## config.mk

```make
export PLATFORM = sky130hd
export DESIGN_NAME = if_fetch_stage
export DESIGN_NICKNAME = d
export VERILOG_FILES = /design/src/rtl/mycpu_pkg.sv /design/src/rtl/if_hold_buf.sv /design/src/rtl/if_fetch_stage.sv
export SDC_FILE = /design/constraint.sdc
export NUM_CORES = 1
export LEC_CHECK = 0
export ABC_AREA = 0
export ABC_CLOCK_PERIOD_IN_PS = 4100
export CAP_MARGIN = 20
export CORE_MARGIN = 2
export CORE_UTILIZATION = 33
export CTS_BUF_LIST = sky130_fd_sc_hd__clkbuf_8
export DETAILED_ROUTE_END_ITERATION = 8
export HOLD_SLACK_MARGIN = 0.03
export PLACE_DENSITY = 0.62
export SETUP_SLACK_MARGIN = 0.15
export SLEW_MARGIN = 25
export SYNTH_ARGS = -nofsm -noshare
export SYNTH_HDL_FRONTEND = slang
export SYNTH_SLANG_ARGS = --single-unit
```

## constraint.sdc

```tcl
create_clock -name clk -period 4.1 [get_ports clk]
set_clock_uncertainty 0.2 [all_clocks]
set_input_delay 0.615 -clock clk [delete_from_list [all_inputs] [get_ports clk]]
set_output_delay 0.615 -clock clk [all_outputs]
set_load 0.02 [all_outputs]
```

## src/rtl/mycpu_pkg.sv

```systemverilog
// Shared CPU definitions: fetch-stage reset defaults, PC increment and IF state encoding.
package mycpu_pkg;

    localparam int unsigned XLEN         = 32;
    localparam logic [31:0] RESET_PC_DEF = 32'hbfc0_0000;
    localparam logic [31:0] NOP_INST_DEF = 32'h0000_0000;
    localparam logic [31:0] PC_INC       = 32'd4;

    typedef enum logic [1:0] {
        IDLE = 2'd0,
        RUN  = 2'd1,
        HOLD = 2'd2
    } if_state_t;

endpackage

```

## src/rtl/if_hold_buf.sv

```systemverilog
// One-entry capture/replay buffer keeping the presented instruction alive across a stall.
module if_hold_buf
    import mycpu_pkg::*;
#(
    parameter logic [XLEN-1:0] NOP_INST = NOP_INST_DEF
) (
    input  logic            clk,
    input  logic            rst,
    input  logic            capture_i,
    input  logic            release_i,
    input  logic            kill_i,
    input  logic [XLEN-1:0] data_i,
    output logic [XLEN-1:0] hold_inst_o,
    output logic            hold_vld_o
);

    logic [XLEN-1:0] hold_inst_d, hold_inst_q;
    logic            hold_vld_d, hold_vld_q;

    // Kill and release both empty the entry; capture only matters when neither applies.
    always_comb begin
        hold_inst_d = hold_inst_q;
        hold_vld_d  = hold_vld_q;
        if (kill_i || release_i) begin
            hold_vld_d = 1'b0;
        end else if (capture_i) begin
            hold_inst_d = data_i;
            hold_vld_d  = 1'b1;
        end
    end

    always_ff @(posedge clk) begin
        if (rst) begin
            hold_inst_q <= NOP_INST;
            hold_vld_q  <= 1'b0;
        end else begin
            hold_inst_q <= hold_inst_d;
            hold_vld_q  <= hold_vld_d;
        end
    end

    assign hold_inst_o = hold_inst_q;
    assign hold_vld_o  = hold_vld_q;

endmodule

```

## src/rtl/if_fetch_stage.sv

```systemverilog
// Instruction-fetch stage: owns the PC, drives a 1-cycle sync SRAM, handles stalls and redirects.
// Optional IF_ADEF_EN: misaligned fetch yields one NOP slot flagged on if_adef_o, then halts.
module if_fetch_stage
    import mycpu_pkg::*;
#(
    parameter logic [XLEN-1:0] RESET_PC = RESET_PC_DEF,
    parameter logic [XLEN-1:0] NOP_INST = NOP_INST_DEF
) (
    input  logic            clk,
    input  logic            rst,
    input  logic [1:0]      pipeline_stop_i,
    input  logic            branch_taken_i,
    input  logic [XLEN-1:0] branch_target_i,
    output logic            inst_sram_en_o,
    output logic [XLEN-1:0] inst_sram_addr_o,
    input  logic [XLEN-1:0] inst_sram_rdata_i,
    output logic [XLEN-1:0] if_pc4_o,
    output logic [XLEN-1:0] if_inst_o,
    output logic            if_debug_wb_have_inst
`ifdef IF_ADEF_EN
    ,
    output logic            if_adef_o
`endif
);

`ifdef IF_ADEF_EN
    localparam bit ADEF_EN = 1'b1;
`else
    localparam bit ADEF_EN = 1'b0;
`endif

    if_state_t       state_d, state_q;
    logic [XLEN-1:0] req_pc_d, req_pc_q;
    logic [XLEN-1:0] rsp_pc_d, rsp_pc_q;
    logic            rsp_vld_d, rsp_vld_q;
    logic            adef_d, adef_q;
    logic            halt_d, halt_q;

    logic            stall;
    logic            redirect;
    logic            advance;
    logic            misalign;
    logic [XLEN-1:0] target;
    logic            hold_capture, hold_release, hold_kill;
    logic [XLEN-1:0] hold_inst;
    logic            hold_vld;
    logic [XLEN-1:0] capture_data;

    assign stall    = |pipeline_stop_i;
    assign redirect = branch_taken_i && (state_q != IDLE);
    assign advance  = (state_q != IDLE) && !stall && !branch_taken_i;
    assign misalign = ADEF_EN && (|req_pc_q[1:0]);
    assign target   = ADEF_EN ? branch_target_i : (branch_target_i & ~XLEN'(3));

    always_ff @(posedge clk) begin
        if (rst) begin
            state_q <= IDLE;
        end else begin
            state_q <= state_d;
        end
    end

    always_comb begin
        state_d = state_q;
        unique case (state_q)
            IDLE: state_d = RUN;
            RUN: begin
                if (branch_taken_i)        state_d = RUN;
                else if (stall && rsp_vld_q) state_d = HOLD;
            end
            HOLD: begin
                if (branch_taken_i || !stall) state_d = RUN;
            end
            default: state_d = IDLE;
        endcase
    end

    // Request enable, PC/response bookkeeping and hold-buffer control.
    always_comb begin
        inst_sram_en_o = advance && !misalign;
        req_pc_d       = req_pc_q;
        rsp_pc_d       = rsp_pc_q;
        rsp_vld_d      = rsp_vld_q;
        adef_d         = adef_q;
        halt_d         = halt_q;
        hold_capture   = 1'b0;
        hold_release   = 1'b0;
        hold_kill      = 1'b0;
        if (redirect) begin
            rsp_vld_d = 1'b0;
            adef_d    = 1'b0;
            halt_d    = 1'b0;
            hold_kill = 1'b1;
            req_pc_d  = target;
        end else if (advance) begin
            hold_release = (state_q == HOLD);
            if (misalign) begin
                // A misaligned PC produces a single flagged slot, then fetch parks.
                rsp_vld_d = !halt_q;
                adef_d    = !halt_q;
                halt_d    = 1'b1;
                if (!halt_q) rsp_pc_d = req_pc_q;
            end else begin
                rsp_pc_d  = req_pc_q;
                rsp_vld_d = 1'b1;
                adef_d    = 1'b0;
                req_pc_d  = req_pc_q + PC_INC;
            end
        end else if ((state_q == RUN) && stall && rsp_vld_q) begin
            hold_capture = 1'b1;
        end
    end

    always_ff @(posedge clk) begin
        if (rst) begin
            req_pc_q  <= RESET_PC;
            rsp_pc_q  <= '0;
            rsp_vld_q <= 1'b0;
            adef_q    <= 1'b0;
            halt_q    <= 1'b0;
        end else begin
            req_pc_q  <= req_pc_d;
            rsp_pc_q  <= rsp_pc_d;
            rsp_vld_q <= rsp_vld_d;
            adef_q    <= adef_d;
            halt_q    <= halt_d;
        end
    end

    assign capture_data = adef_q ? NOP_INST : inst_sram_rdata_i;

    if_hold_buf #(
        .NOP_INST (NOP_INST)
    ) u_hold_buf (
        .clk         (clk),
        .rst         (rst),
        .capture_i   (hold_capture),
        .release_i   (hold_release),
        .kill_i      (hold_kill),
        .data_i      (capture_data),
        .hold_inst_o (hold_inst),
        .hold_vld_o  (hold_vld)
    );

    assign inst_sram_addr_o      = req_pc_q;
    assign if_pc4_o              = rsp_pc_q + PC_INC;
    assign if_inst_o             = hold_vld ? hold_inst
                                 : ((rsp_vld_q && !adef_q) ? inst_sram_rdata_i : NOP_INST);
    assign if_debug_wb_have_inst = rsp_vld_q && !branch_taken_i;
`ifdef IF_ADEF_EN
    assign if_adef_o             = rsp_vld_q && adef_q && !branch_taken_i;
`endif

endmodule

```

Word level (Yosys, flattened, before mapping)
Index checks and enable logic that the tools add are counted.

Input bits: 69. Register bits after elaboration: 100. Logic and storage cells: 49. Output and inout port bits: 98.

$add $sub $neg: 2. Equal/unequal tests: 4. Reduce and logical (&&, ||, !) cells: 20. Mux-type cells: 14. Bitwise gates (word level): 2.

Operators by type and width (count): 2-to-1 mux 32 bit (4); adder 32 x 3 -> 32 bit (second input constant) (2); logical AND 1 bit (7); 2-to-1 mux 1 bit (6); 2-to-1 mux 2 bit (3); one-hot mux 2 bit (3 select lines) (1); AND reduction 2 bit (3); OR reduction 2 bit (3); nonzero test 2 bit (2); inequality test 3 bit (second input constant) (1); == test 2 x 1 -> 1 bit (second input constant) (1); == test 2 bit (second input constant) (1); zero test 1 bit (2); zero test 2 bit (1); logical OR 1 bit (2); inequality test 2 bit (second input constant) (1); NOT 1 bit (2).

Longest topological paths before layout
Gate-level depths: netlist of run 1.

Depth after elaboration: 9. Mapped depth: 8. Gate-level depth less buffers: 6.

Cells and area by module
A second synthesis of run 1 with hierarchy kept.

Cell total of the unflattened synthesis: 636. Area total of the unflattened synthesis: 5297.6 um2.

Modules (own cells, without submodules): if_fetch_stage (area each 3794.9 um2, instances 1, sequential area each 1261.2 um2, cells each 493); if_hold_buf (area each 1502.7 um2, instances 1, sequential area each 660.6 um2, cells each 143).

Worst setup path before layout of run 1
Ideal clock, no wire load.

Kind: register -> output. From: register rsp_pc_q[4]. To: output port if_pc4_o[31]. Data arrival time: 1685 ps. Setup slack: 1600 ps. Path buffers: 1. Required time: 3285 ps. Stages on the path, launching flop included: 7. Cells stage by stage: dfxtp_1 -> and3_1 -> and4_1 -> clkbuf_1 -> nand2_1 -> nor4_1 -> xor2_1.

Word-level cells in the longest chain between the ends: 1.

RTL lines: start, declared (line if_fetch_stage.sv:34) `logic [XLEN-1:0] rsp_pc_d, rsp_pc_q;`; start signal, assigned (line if_fetch_stage.sv:123) `rsp_pc_q <= rsp_pc_d;`; adder 32 x 3 -> 32 bit (line if_fetch_stage.sv:146) `assign if_pc4_o = rsp_pc_q + PC_INC;`; end, declared (line if_fetch_stage.sv:17) `output logic [XLEN-1:0] if_pc4_o,`.

No other way between the ends.

Final worst setup path of run 1
From: register rsp_pc_q[2]. To: output port if_pc4_o[26].

Same word-level chain as after synthesis.

==> out/qor.csv, run 1 <==
metric;value;unit
status;complete, no violations;
setup_tns;0;ns
Setup-failing EPs final;0;
initial antenna violation count;1;
Num CTS Buffers;9;
first-pass GRT wire length;25270;microns
Final nets;882;
Final Hold Violating Endpoints;0;
layout cells sized above 1;0.06005;
endpoint class of the critical path;output pin;
# clock sinks;96;
mapped cell area;5034;sq um
switching part of the total;0.2762;
Clock Path Buffers;2;
Slew Viols, Final;0;
CP endpoint;if_pc4_o[26];
gr ovfl total;0;
pin count of the biggest net entering global routing;56;
setup slack, reg-to-reg;1.48;ns
row count;45;
HPWL Detailed;11210;microns
worst hold path class;reg2reg;
Post-Syn Instances;672;
post-route minimum period;3.468;ns
die width;127.5;microns
FF+latch count, synth;96;
kind of critical path;reg2out;
reg2reg path depth;5;
First DRT Iteration DRCs;301;
Antenna Violating Nets Remaining;0;
upper clock frequency limit;288.3;MHz
GRT Resource Usage Total;0.1904;
Pwr Density;277.9;nW/um^2
max-cap violations;0;
Worst slew margin;0.4144;
synth unique cells;56;
post-synthesis sequential area ratio;0.3818;
Worst Path Max Fanout;7;
post-cts gate resize count;0;
period utilization;0.8460;
sequential power share;0.517;
R2R Path Start;inst_sram_addr_o[2];
Ant. Diodes;0;
Port Buffers;160;
type of origin of the critical path;flop;
# DRC;0;
CP arrival;2.65;ns
YS warnings;0;
Slew @ Worst Pin;0.8726;ns
Avg Cell Area, Syn;7.490;sq um
Core Area;15030;sq um
vias in the first global route;5070;
DIE AREA;16260;sq um
fin cells;1004;
Post-synth ARST share;0;
Clock H-tree levels;3;
drt pass-1 iters;4;
Pleak;2.249;nW
combinational fraction of design power;0.146;
area grow syn2layout;38.45;%
Setup Fix Bufs, Post-CTS;0;
Reg clk slew, reported paths;0.09;ns
DR vias;5333;
WL per Instance;15.67;microns
Root Driver;clkbuf_8;
vias per std cell;5.312;
RSZ-0062 raised after global routing;no;
placed cell count;988;
boundary pin count;167;
gpl congestion;0.8076;
RR Endpoint;inst_sram_addr_o[21];
Critical Path RT;3.28;ns
Post-synth top flop;dfxtp_1;
NetSw;0.5350;mW
Die Ht;127.5;microns
Routed Wire Length;15730;microns
Post-synth EDFFs;0;
CTS tree;done;
clock power share;0.337;
P_int;1.402;mW
Hold WS;0.2594;ns
Critical Path Source;rsp_pc_q[2];
CTS Hold Bufs;0;
Initial Util;0.3348;
worst-skew pair later-pin latency;0.37;ns
VDD IR max;0.1240;mV
critical path, cell delays in order, from the launching register on:
cell             delay [ns]
dfxtp_1                0.42
ha_1                   0.25
and3_1                 0.28
nand2_1                0.23
nor4_1                 0.31
xor2_1                 0.17
clkdlybuf4s50_1        0.62
layout by cell type (no fill, tap or decap), types with 3 or more instances in the layout:
cell	count
buf_4	13
clkdlybuf4s50_1	159
nor4_1	14
dfxtp_1	96
o21ai_0	24
nor2b_1	3
conb_1	4
nand2b_1	4
nand4_1	17
and3_1	4
nor3_1	13
a22o_1	21
nand2_1	174
a211oi_1	5
xnor2_1	27
o31a_2	3
xor2_1	11
clkbuf_8	10
o21ai_1	3
a21oi_1	82
nor2_1	33
mux2_2	4
a221oi_1	6
nand3_1	25
a22oi_1	7
or2_2	3
inv_1	10
and4_1	4
state kept, by name (all words and copies together) (netlist names):
register,count
u_hold_buf.hold_inst_o,32
inst_sram_addr_o,30
rsp_pc_q,30
state_q,2
rsp_vld_q,1
u_hold_buf.hold_vld_o,1
layout make-up:
class,instances,area (sq um)
Fill cell,1525,8064
Multi-Input combinational cell,520,2872
Sequential cell,96,1922
Timing Repair Buffer,173,1694
Tap cell,188,235.2
Clock buffer,10,137.6
Clock inverter,6,67.56
Inverter,11,41.29
cell families (layout without fill, tap and decap cells):
| logic type | after synthesis | in the layout | share of synthesized area |
|---|---|---|---|
| xor gates and xnor gates | 38 | 38 | 0.06612 |
| and+or+nand+nor | 308 | 308 | 0.2836 |
| muxes | 5 | 5 | 0.01094 |
| AOI/OAI and AO/OA | 163 | 163 | 0.2006 |
| DFF | 96 | 96 | 0.3818 |
| buffers and inverters | 59 | 200 | 0.05120 |
| adders and majority gates | 2 | 2 | 0.004971 |
| other | 1 | 4 | 0.0007450 |
per-layer routing:
layer	vias up	wire length (microns)	track usage
met5	-	16	0
met4	2	273	0.06464
met3	19	1261	0.05025
met2	210	7378	0.3139
met1	2479	6802	0.2416
li1	2623	-	-
stage by stage:
step | setup WS, ns | util | power (mW) | cell area [sq um]
3_5_place_dp | 0.9091 | 0.4499 | 1.305 | 6764
2_1_floorplan | 1.600 | - | 1.145 | 5045
5_1_grt | 0.4013 | 0.4636 | 2.020 | 6969
6_report | 0.6316 | 0.4636 | 1.937 | 6969
4_1_cts | 0.6183 | 0.4636 | 1.958 | 6969
3_3_place_gp | 0.9127 | 0.4499 | 1.300 | 6764
cells in the mapped netlist (all sizes together), types with 2 or more instances:
cell type	instances	area [sq um]
nand3	25	125.1
and4	4	35.03
nor4	17	127.6
ha	2	25.02
a22oi	7	52.55
nor3	14	75.07
nand2b	4	25.02
mux2	4	45.04
dfxtp	96	1922
o211ai	2	20.02
or2	3	18.77
a222oi	2	20.02
xnor2	27	236.5
nand2	174	653.1
inv	10	37.54
nor2	33	123.9
nor2b	3	18.77
a22o	21	183.9
a211oi	5	37.54
nand4	19	140.1
and2	2	12.51
nand3b	2	15.01
or4	2	18.77
clkbuf	35	132.6
o31a	3	30.03
xor2	11	96.34
buf	13	83.83
a21oi	82	410.4
a221oi	6	52.55
and3	5	32.53
o21ai	27	135.1
worst min path at each step:
| stage | cells after the start | slack (ns) | startpoint | to |
|---|---|---|---|---|
| after detailed placement | 2 | 0.25 | u_hold_buf.hold_inst_o[3] | u_hold_buf.hold_inst_o[3] |
| after global routing | 2 | 0.28 | u_hold_buf.hold_inst_o[3] | u_hold_buf.hold_inst_o[3] |
| after global placement | 2 | 0.24 | u_hold_buf.hold_inst_o[6] | u_hold_buf.hold_inst_o[6] |
| final | 2 | 0.26 | u_hold_buf.hold_inst_o[2] | u_hold_buf.hold_inst_o[2] |
| after CTS | 2 | 0.26 | u_hold_buf.hold_inst_o[3] | u_hold_buf.hold_inst_o[3] |
| after floorplan | 2 | 0.24 | u_hold_buf.hold_inst_o[0] | u_hold_buf.hold_inst_o[0] |
power by group through the flow:
stage / Sequential, mW / Combinational (mW) / Clock, mW
detailed placement: 1.02 / 0.282 / 0
global placement: 1.02 / 0.278 / 0
global route: 1.01 / 0.303 / 0.710
CTS: 1.00 / 0.284 / 0.673
floorplan: 1.03 / 0.116 / 0
finish: 1.00 / 0.282 / 0.652
No activity file was read; power rests on OpenSTA's default activity.
==> run 2: changes to the inputs <==
--- a/config.mk
+++ b/config.mk
@@ -6,7 +6,7 @@
 export NUM_CORES = 1
 export LEC_CHECK = 0
 export ABC_AREA = 0
-export ABC_CLOCK_PERIOD_IN_PS = 4100
+export ABC_CLOCK_PERIOD_IN_PS = 3600
 export CAP_MARGIN = 20
 export CORE_MARGIN = 2
 export CORE_UTILIZATION = 33
==> constraint.sdc (replaced) <==
create_clock -name clk -period 3.6 [get_ports clk]
set_clock_uncertainty 0.2 [all_clocks]
set_input_delay 0.54 -clock clk [delete_from_list [all_inputs] [get_ports clk]]
set_output_delay 0.54 -clock clk [all_outputs]
set_load 0.02 [all_outputs]
==> out/qor.csv, run 2 (synthesis results as in run 1) <==
metric;value;unit
Worst slew margin;0.4588;
die width;127.5;microns
max-cap violations;0;
first-pass GRT wire length;25320;microns
Initial Util;0.3348;
final worst slack;0.2828;ns
GRT busiest layer;met2;
critical path cell sequence;nand4_1, nor2_2, nand3_1, nor4_2, xor2_1, clkdlybuf4s50_1;
worst-skew pair later-pin latency;0.37;ns
Antenna Violating Nets Remaining;0;
type of origin of the critical path;flop;
most frequent cells in the layout;173 x nand2_1, 159 x clkdlybuf4s50_1, 95 x dfxtp_1, 82 x a21oi_1, 31 x nor2_1;
M3 GR Usage;0.04564;
vias per std cell;5.275;
most common cell after layout, fill and taps aside;nand2_1;
gpl congestion;0.7860;
Ant. Diodes;0;
Routed Wire Length;15540;microns
Die Ht;127.5;microns
GR Layer Usage met2;0.3092;
Setup Fix Bufs, Post-CTS;0;
status;complete, no violations;
Port Buffers;160;
VDD IR max;0.1287;mV
Pwr Density;302.2;nW/um^2
Clock Path Buffers;2;
gr ovfl total;0;
Slew Viols, Final;0;
GRT Resource Usage Total;0.1908;
# clock sinks;96;
worst hold path class;reg2reg;
RSZ-0062 raised after global routing;yes;
Root Driver;clkbuf_8;
HPWL Detailed;11120;microns
met1 GRT Util;0.2488;
upper clock frequency limit;301.5;MHz
First DRT Iteration DRCs;311;
row count;45;
Reg clk slew, reported paths;0.09;ns
DR vias;5301;
kind of critical path;reg2out;
area grow syn2layout;38.75;%
Final nets;885;
period utilization;0.9214;
Slew @ Worst Pin;0.8117;ns
CP arrival;2.58;ns
Num CTS Buffers;9;
pin count of the biggest net entering global routing;55;
Final Hold Violating Endpoints;0;
CTS Hold Bufs;0;
Crit-path slowest cell;clkdlybuf4s50_1;
DIE AREA;16260;sq um
Pleak;2.256;nW
endpoint class of the critical path;output pin;
initial antenna violation count;0;
post-route minimum period;3.317;ns
Clock H-tree levels;3;
setup slack, reg-to-reg;0.98;ns
drt pass-1 iters;5;
Setup-failing EPs final;0;
# DRC;0;
layout cells sized above 1;0.07099;
dpl ws;0.6205;ns
max reg flops;32;
CTS tree;done;
Worst Path Max Fanout;6;
vias in the first global route;5010;
Core Area;15030;sq um
Critical Path RT;2.86;ns
WL per Instance;15.46;microns
setup_tns;0;ns
boundary pin count;167;
CP max stage delay;0.62;ns
## run 2: worst max-delay path: cells and delay by family, from the launching register on
kind	cells	cell delay, ns
DFF	1	0.45
and+or+nand+nor	4	0.96
buffers and inverters	1	0.62
xor gates and xnor gates	1	0.18
## run 2: final timing paths
check / startpoint / endpoint / cells after the start
hold / removal: u_hold_buf.hold_inst_o[8] / u_hold_buf.hold_inst_o[8] / 2
hold reg to reg: u_hold_buf.hold_inst_o[8] / u_hold_buf.hold_inst_o[8] / 2
setup reg to reg: inst_sram_addr_o[2] / inst_sram_addr_o[22] / 7
setup / recovery: rsp_pc_q[21] / if_pc4_o[31] / 6
## run 2: area by class of cell
| type | count | area, sq um |
|---|---|---|
| Fill cell | 1505 | 8049 |
| Multi-Input combinational cell | 520 | 2898 |
| Sequential cell | 96 | 1923 |
| Timing Repair Buffer | 176 | 1717 |
| Tap cell | 188 | 235.2 |
| Clock buffer | 11 | 151.4 |
| Inverter | 11 | 41.29 |
| Clock inverter | 3 | 18.77 |
## run 2: repair_timing
| action | CTS | global route |
|---|---|---|
| hold endpoints to repair | 0 | 0 |
| resized for setup | 0 | 8 |
| endpoints found under the setup margin | 0 | 7 |
## run 2: where the power goes
group / switching [mW] / internal (mW)
Clock: 0.366 / 0.281
Sequential: 0.0502 / 1.09
Combinational: 0.159 / 0.165
Total: 0.575 / 1.54
## run 2: layer usage
layer | vias up | routed length (microns) | part of all wire
met1 | 2489 | 7021 | 0.45
met2 | 167 | 7246 | 0.47
met5 | - | 0 | 0
li1 | 2630 | - | -
met3 | 15 | 1047 | 0.067
met4 | 0 | 227 | 0.015
## run 2: stage by stage
step	cell area (sq um)	power, mW	hold WS, ns	utilization	std cells
after floorplan	5045	1.304	0.2366	-	675
after global placement	6787	1.483	0.2417	0.4514	991
after detailed placement	6787	1.488	0.2484	0.4514	991
after CTS	6957	2.137	0.2619	0.4628	1005
after global routing	6984	2.215	0.2755	0.4646	1005
final	6984	2.111	0.2600	0.4646	1005
==> run 3: changes to the inputs <==
--- a/config.mk
+++ b/config.mk
@@ -14,6 +14,7 @@
 export DETAILED_ROUTE_END_ITERATION = 8
 export HOLD_SLACK_MARGIN = 0.03
 export PLACE_DENSITY = 0.62
+export REMOVE_ABC_BUFFERS = 1
 export SETUP_SLACK_MARGIN = 0.15
 export SLEW_MARGIN = 25
 export SYNTH_ARGS = -nofsm -noshare
==> out/qor.csv, run 3 (synthesis results as in run 1) <==
metric;value;unit
Routed Wire Length;15480;microns
P_int;1.612;mW
Worst Path Max Fanout;6;
pin count of the biggest net entering global routing;46;
Reg clk slew, reported paths;0.10;ns
DR vias;5259;
Min-Delay Endpoint;u_hold_buf.hold_inst_o[9];
worst hold path class;reg2reg;
Antenna Violating Nets Remaining;0;
period utilization;0.9251;
Setup-failing EPs final;0;
reg2reg path depth;7;
setup_tns;0;ns
start point of the worst hold path;u_hold_buf.hold_inst_o[9];
Worst slew margin;0.4562;
endpoint class of the critical path;output pin;
Core Area;15030;sq um
VDD IR max;0.1483;mV
Pwr Density;314.5;nW/um^2
status;complete, no violations;
drt pass-1 iters;4;
fin cells;1006;
Final Hold Violating Endpoints;0;
clock power share;0.337;
Num CTS Buffers;9;
HPWL Detailed;11180;microns
GRT Resource Usage Total;0.1846;
Clock H-tree levels;3;
Slew @ Worst Pin;0.8126;ns
gr ovfl total;0;
initial antenna violation count;0;
die width;127.5;microns
DIE AREA;16260;sq um
boundary pin count;167;
type of origin of the critical path;flop;
vias per std cell;5.228;
First DRT Iteration DRCs;298;
RSZ-0062 raised after global routing;no;
Slew Viols, Final;0;
worst-skew pair later-pin latency;0.37;ns
row count;45;
Root Driver;clkbuf_8;
max reg flops;32;
CP arrival;2.59;ns
Critical Path RT;2.86;ns
Final nets;884;
Initial Util;0.3348;
post-route minimum period;3.330;ns
RR Endpoint;inst_sram_addr_o[30];
vias in the first global route;4769;
most frequent cells in the layout;173 x nand2_1, 159 x clkdlybuf4s50_1, 96 x dfxtp_1, 82 x a21oi_1, 31 x nor2_1;
gpl congestion;0.8003;
NetSw;0.5945;mW
area grow syn2layout;39.35;%
setup slack, reg-to-reg;0.99;ns
Die Ht;127.5;microns
switching part of the total;0.2694;
Port Buffers;160;
Final Core Density;0.4666;
layout cells sized above 1;0.07090;
combinational fraction of design power;0.147;
first-pass GRT wire length;24300;microns
worst hold stages;2;
upper clock frequency limit;300.3;MHz
WL per Instance;15.39;microns
Pleak;2.260;nW
most common cell after layout, fill and taps aside;nand2_1;
CTS tree;done;
# DRC;0;
placed cell count;990;
R2R Path Start;inst_sram_addr_o[2];
Setup Fix Bufs, Post-CTS;0;
Fillers;1530;
sequential power share;0.516;
Clock Path Buffers;2;
max-cap violations;0;
kind of critical path;reg2out;
# clock sinks;96;
Ant. Diodes;0;
==> run 3: cell type report <==
| cell class | instances | area, sq um | share of cell area |
|---|---|---|---|
| Inverter | 11 | 41.29 | 0.005887 |
| Multi-Input combinational cell | 520 | 2899 | 0.4133 |
| Clock inverter | 5 | 56.30 | 0.008027 |
| Timing Repair Buffer | 175 | 1709 | 0.2437 |
| Tap cell | 188 | 235.2 | 0.03354 |
| Sequential cell | 96 | 1922 | 0.2740 |
| Clock buffer | 11 | 151.4 | 0.02158 |
==> run 3: power by group through the flow <==
stage	clock [mW]	combinational [mW]	sequential (mW)
floorplan	0	0.105	1.18
global placement	0	0.320	1.16
detailed placement	0	0.324	1.16
CTS	0.774	0.325	1.14
global route	0.809	0.347	1.15
finish	0.744	0.323	1.14
==> run 3: worst max path at each step <==
stage | slack [ns] | from | end | depth (start not counted)
after global routing | 0.16 | rsp_pc_q[17] | if_pc4_o[26] | 5
after detailed placement | 0.56 | rsp_pc_q[2] | if_pc4_o[26] | 6
after floorplan | 0.02 | pipeline_stop_i[1] | u_hold_buf.hold_vld_o | 4
after global placement | 0.64 | rsp_pc_q[4] | if_pc4_o[31] | 6
after CTS | 0.16 | rsp_pc_q[4] | if_pc4_o[31] | 6
final | 0.27 | rsp_pc_q[4] | if_pc4_o[31] | 6
==> run 3: layer usage <==
metal | vias to the layer above | share of wire | GRT usage
li1 | 2630 | - | -
met1 | 2459 | 0.45 | 0.2323
met2 | 156 | 0.46 | 0.3004
met3 | 14 | 0.076 | 0.05486
met4 | 0 | 0.016 | 0.06658
met5 | - | 0 | 0
==> run 3: repair_timing <==
action / CTS / global route
gates resized for setup: 1 / 7
hold buffers: 0 / 0
endpoints found under the setup margin: 1 / 10
==> run 3: stage by stage <==
stage | worst slack (ns) | area [sq um] | power [mW] | hold WS [ns]
after floorplan | 0.02141 | 4828 | 1.281 | 0.2305
after global placement | 0.6357 | 6779 | 1.481 | 0.2416
after global routing | 0.1561 | 7014 | 2.302 | 0.2783
final | 0.2697 | 7014 | 2.206 | 0.2586
after detailed placement | 0.5561 | 6779 | 1.487 | 0.2476
after CTS | 0.1566 | 6993 | 2.238 | 0.2609
==> run 3: worst max-delay path, stage by stage, from the launching register on <==
cell             delay, ns
dfxtp_1               0.42
and3_1                0.24
and4_2                0.34
nand2_1               0.15
nor4_2                0.27
xor2_1                0.16
clkdlybuf4s50_1       0.62
==> RTL edit 1: new RTL, config.mk and constraints of run 3 <==
Set the package constant `XLEN` to 64 (it was 32).
--- a/src/rtl/mycpu_pkg.sv
+++ b/src/rtl/mycpu_pkg.sv
@@ -1,7 +1,7 @@
 // Shared CPU definitions: fetch-stage reset defaults, PC increment and IF state encoding.
 package mycpu_pkg;
 
-    localparam int unsigned XLEN         = 32;
+    localparam int unsigned XLEN         = 64;
     localparam logic [31:0] RESET_PC_DEF = 32'hbfc0_0000;
     localparam logic [31:0] NOP_INST_DEF = 32'h0000_0000;
     localparam logic [31:0] PC_INC       = 32'd4;
Ports: changed (5 resized); port bits go from 167 to 327. The function was not compared with the original's and may differ.
==> RTL edit 1 against run 3 <==
Sequential cell count grew 96; synthesized area grew 110%; total power grew 110%; wire length grew to 2.6 times the old value; design area grew 110%; via count grew 120%; highest routed layer unchanged; die area grew 100%; setup slack lost 0.11 ns.
==> RTL edit 1: results (changes against run 3) <==
- Status: complete, no violations
- Largest net degree at the start of global routing: 96 (+110%)
- R2R Setup Slk: 0.46 ns (-0.53 ns)
- TritonRoute pass-1 iters: 5 (+1)
- # H-tree levels: 4 (+1)
- Max reg flops: 64 (+100%)
- Max IR drop VDD: 0.000188 V (+27%)
- Synth top area cells: dfxtp_1 37%, nand2_1 14%, a21oi_1 7.7%, xnor2_1 3.5%, clkbuf_1 3.4%
- Met1 Use GR: 32.5% (+9.3 points)
- Total track usage: 24.0% (+5.6 points)
- Clk Latency, worst-skew pair: 0.48 ns (+0.11 ns)
- P_int: 3.17 mW (+97%)
- GPL Wtd Cong: 0.940 (+17%)
- Layout cell share with drive strength beyond 1: 10.2% (+3.1 points)
- Compound-cell area share of the yosys netlist: 21.9% (+1.9 points)
- Leak pwr: 5.02 nW (+120%)
- Final #Nets: 1845 (+110%)
- Post-Route WL: 40.8 mm (+160%)
- Cell Area, Placed: 0.0141 sq mm (+110%)
- Peak fanout along the critical path: 8 (+2)
- Drt via density: 5.55 (+6.2%)
- Synth cell count leaders: 385 x nand2_1, 192 x dfxtp_1, 159 x a21oi_1, 95 x clkbuf_1, 54 x nand3_1
- Seq/Total Area, Yosys: 37.0% (-1.2 points)
- FILL cells: 3087 (+100%)
- Input/output buffers: 320 (+100%)
- Fin crit period: 3.44 ns (+0.111 ns)
- Wire length on met2: 19.1 mm (+170%)
- First-pass GRT wire length: 62.9 mm (+160%)
- Met1 wire length: 17.9 mm (+160%)
- Routed wl met3: 2.60 mm (+120%)
- Slew @ Worst Pin: 1.06 ns (+0.248 ns)
- Reg2reg path depth: 5 (-2)
- P_comb: 0.950 mW (+190%)
- HPWL reported at the end of detailed placement: 28.9 mm (+160%)
- Worst hold margin: 0.139 ns (-0.119 ns)
- Met3 GRT Util: 3.41% (-2.1 points)
- Netlist cell types: 67 (+20%)
- Via count: 11800 (+120%)
- P_clk: 1.44 mW (+94%)
- Mux contribution to synthesized area: 0.517% (-0.58 points)
- Crit-path max cell delay: 0.41 ns (-0.21 ns)
- Final Power: 4.71 mW (+110%)
- Number of DRC markers in iteration 0: 1031 (+250%)
- Hold Crit Class: input port to flop
- Pre-CTS setup slack: 0.154 ns (-0.403 ns)
- Initial core utilization: 33.7% (+0.25 points)
- Dpl cells: 2082 (+110%)
- Crit path arrival time: 2.70 ns (+0.11 ns)
- Met2 Use GR: 38.9% (+8.8 points)
- Post-synthesis xor/xnor area fraction: 5.64% (-0.97 points)
- Post-Synth Adder-Cell Area: 0.241% (-0.26 points)
- Slowest CP cell: dfxtp_1
- Total CTS buffers: 17 (+8)
- Seq. cell area: 0.00386 sq mm (+100%)
- Vias in the first global route: 11000 (+130%)
RTL edit 1: repair_timing:
item                                    in CTS  in global routing
endpoints found under the setup margin      46                 37
pin swaps                                    5                  9
setup buffers                                3                  1
resized for setup                           92                 57
gates cloned                                 0                  1
RTL edit 1: worst paths after layout:
kind	start	end
worst max-delay path	rsp_pc_q[24]	if_pc4_o[54]
worst min register to register	u_hold_buf.hold_inst_o[26]	u_hold_buf.hold_inst_o[26]
worst min-delay path	rst	rsp_pc_q[54]
worst max register to register	inst_sram_addr_o[13]	inst_sram_addr_o[60]
RTL edit 1: area by class of cell:
class                   instances  area share [%]
well taps                     396            3.38
clock inverters                14           0.966
repair buffers                381            24.8
multi-input cells            1097            42.2
clock buffers                  18            1.69
inverters                      21           0.538
flip-flops and latches        192            26.4
RTL edit 1: kinds of logic after synthesis:
group | after synthesis
AND/OR/NAND/NOR | 658
AO/OA/AOI/OAI | 361
flip-flops | 192
buffers and inverters | 137
XOR/XNOR | 67
multiplexers | 5
adder cells (fa/ha/maj) | 2
other | 1
==> RTL edit 2: new RTL, flow settings as in run 3 <==
Without the edit above. Put a register stage on the output `if_debug_wb_have_inst`. The value now appears one clock later. The other outputs are not delayed to match.
--- a/src/rtl/if_fetch_stage.sv
+++ b/src/rtl/if_fetch_stage.sv
@@ -146,7 +146,9 @@
     assign if_pc4_o              = rsp_pc_q + PC_INC;
     assign if_inst_o             = hold_vld ? hold_inst
                                  : ((rsp_vld_q && !adef_q) ? inst_sram_rdata_i : NOP_INST);
-    assign if_debug_wb_have_inst = rsp_vld_q && !branch_taken_i;
+    always_ff @(posedge clk) begin
+        if_debug_wb_have_inst <= rsp_vld_q && !branch_taken_i;
+    end
 `ifdef IF_ADEF_EN
     assign if_adef_o             = rsp_vld_q && adef_q && !branch_taken_i;
 `endif
Behaviour: not the same (a bounded check fails within 4 cycles, from zero or initial values and one cycle with rst high).
==> RTL edit 2 against run 3 <==
Count of clock-buffer cells in the layout fell by 2; wire length barely moved; synthesized area rose by 0.40%; design area rose by 0.20%; clock power fell by 3.4%; total power fell by 0.55%; final cell count barely moved; global-route usage rose by 0.19 points; setup slack improved by 0.051 ns; synthesized cell count rose by 0.15%; sequential cell count rose by 1.
==> RTL edit 2: results (changes against run 3) <==
- Drt wl/cell: 15.4 um (about the same)
- Max IR drop VDD: 0.000138 V (-7.2%)
- Post-synthesis xor/xnor area fraction: 6.59% (-0.026 points)
- HPWL reported at the end of detailed placement: 11.1 mm (-0.28%)
- FILL cells: 1499 (-2.0%)
- RR Startpoint: inst_sram_addr_o[3]
- Met1 wire length: 6.69 mm (-3.4%)
- Synth top area cells: dfxtp_1 38%, nand2_1 13%, a21oi_1 8.1%, xnor2_1 4.7%, a22o_1 3.6%
- Crit path arrival time: 2.54 ns (-0.05 ns)
- First-pass GRT wire length: 24.8 mm (+1.9%)
- Met3 GRT Util: 5.01% (-0.48 points)
- Met2 Use GR: 31.6% (+1.6 points)
- Seq/Total Area, Yosys: 38.4% (+0.24 points)
- Layout cell share with drive strength beyond 1: 6.84% (-0.25 points)
- Dpl cells: 991 (+0.10%)
- Wire length on met2: 7.33 mm (+2.8%)
- Fin crit period: 3.28 ns (-0.0512 ns)
- Vias in the first global route: 4935 (+3.5%)
- Setup crit end: if_pc4_o[29]
- Status: complete, no violations
- Pre-CTS setup slack: 0.588 ns (+0.0315 ns)
- Total track usage: 18.7% (+0.19 points)
- Synth Instances: 673 (+0.15%)
- TritonRoute pass-1 iters: 5 (+1)
- # resized after CTS: 0 (-1)
- Via count: 5285 (+0.49%)
- GPL Wtd Cong: 0.805 (+0.62%)
- Drt via density: 5.25 (+0.39%)
- Post-Synth Adder-Cell Area: 0.495% (-0.0020 points)
- Antenna violations before repair: 1 (+1)
- Synth cell count leaders: 174 x nand2_1, 97 x dfxtp_1, 82 x a21oi_1, 34 x clkbuf_1, 33 x nor2_1
- Leak pwr: 2.32 nW (+2.7%)
- Number of DRC markers in iteration 0: 312 (+4.7%)
- Routed wl met3: 1.24 mm (+5.6%)
- Final #Nets: 885 (+0.11%)
- Max Used Layer: met5
- Mux contribution to synthesized area: 1.09% (-0.0043 points)
-- RTL edit 2: how the worst min path moves through the flow --
stage,to,cells after the start
5_1_grt,u_hold_buf.hold_inst_o[3],2
3_5_place_dp,u_hold_buf.hold_inst_o[0],2
6_report,u_hold_buf.hold_inst_o[0],2
2_1_floorplan,u_hold_buf.hold_inst_o[0],2
3_3_place_gp,u_hold_buf.hold_inst_o[0],2
4_1_cts,u_hold_buf.hold_inst_o[0],2
-- RTL edit 2: cell type report --
class	instances	area, sq um	share of cell area (%)
Timing Repair Buffer	175	1730	24.6
Clock buffer	9	124	1.76
Inverter	11	41.3	0.588
Clock inverter	7	71.3	1.01
Multi-Input combinational cell	520	2890	41.1
Sequential cell	97	1940	27.6
Tap cell	188	235	3.35
-- RTL edit 2: where the power goes --
group	internal (mW)	leakage (nW)	switching [mW]
clock network	0.320	0.0912	0.400
registers	1.10	0.788	0.0479
logic	0.166	1.44	0.159
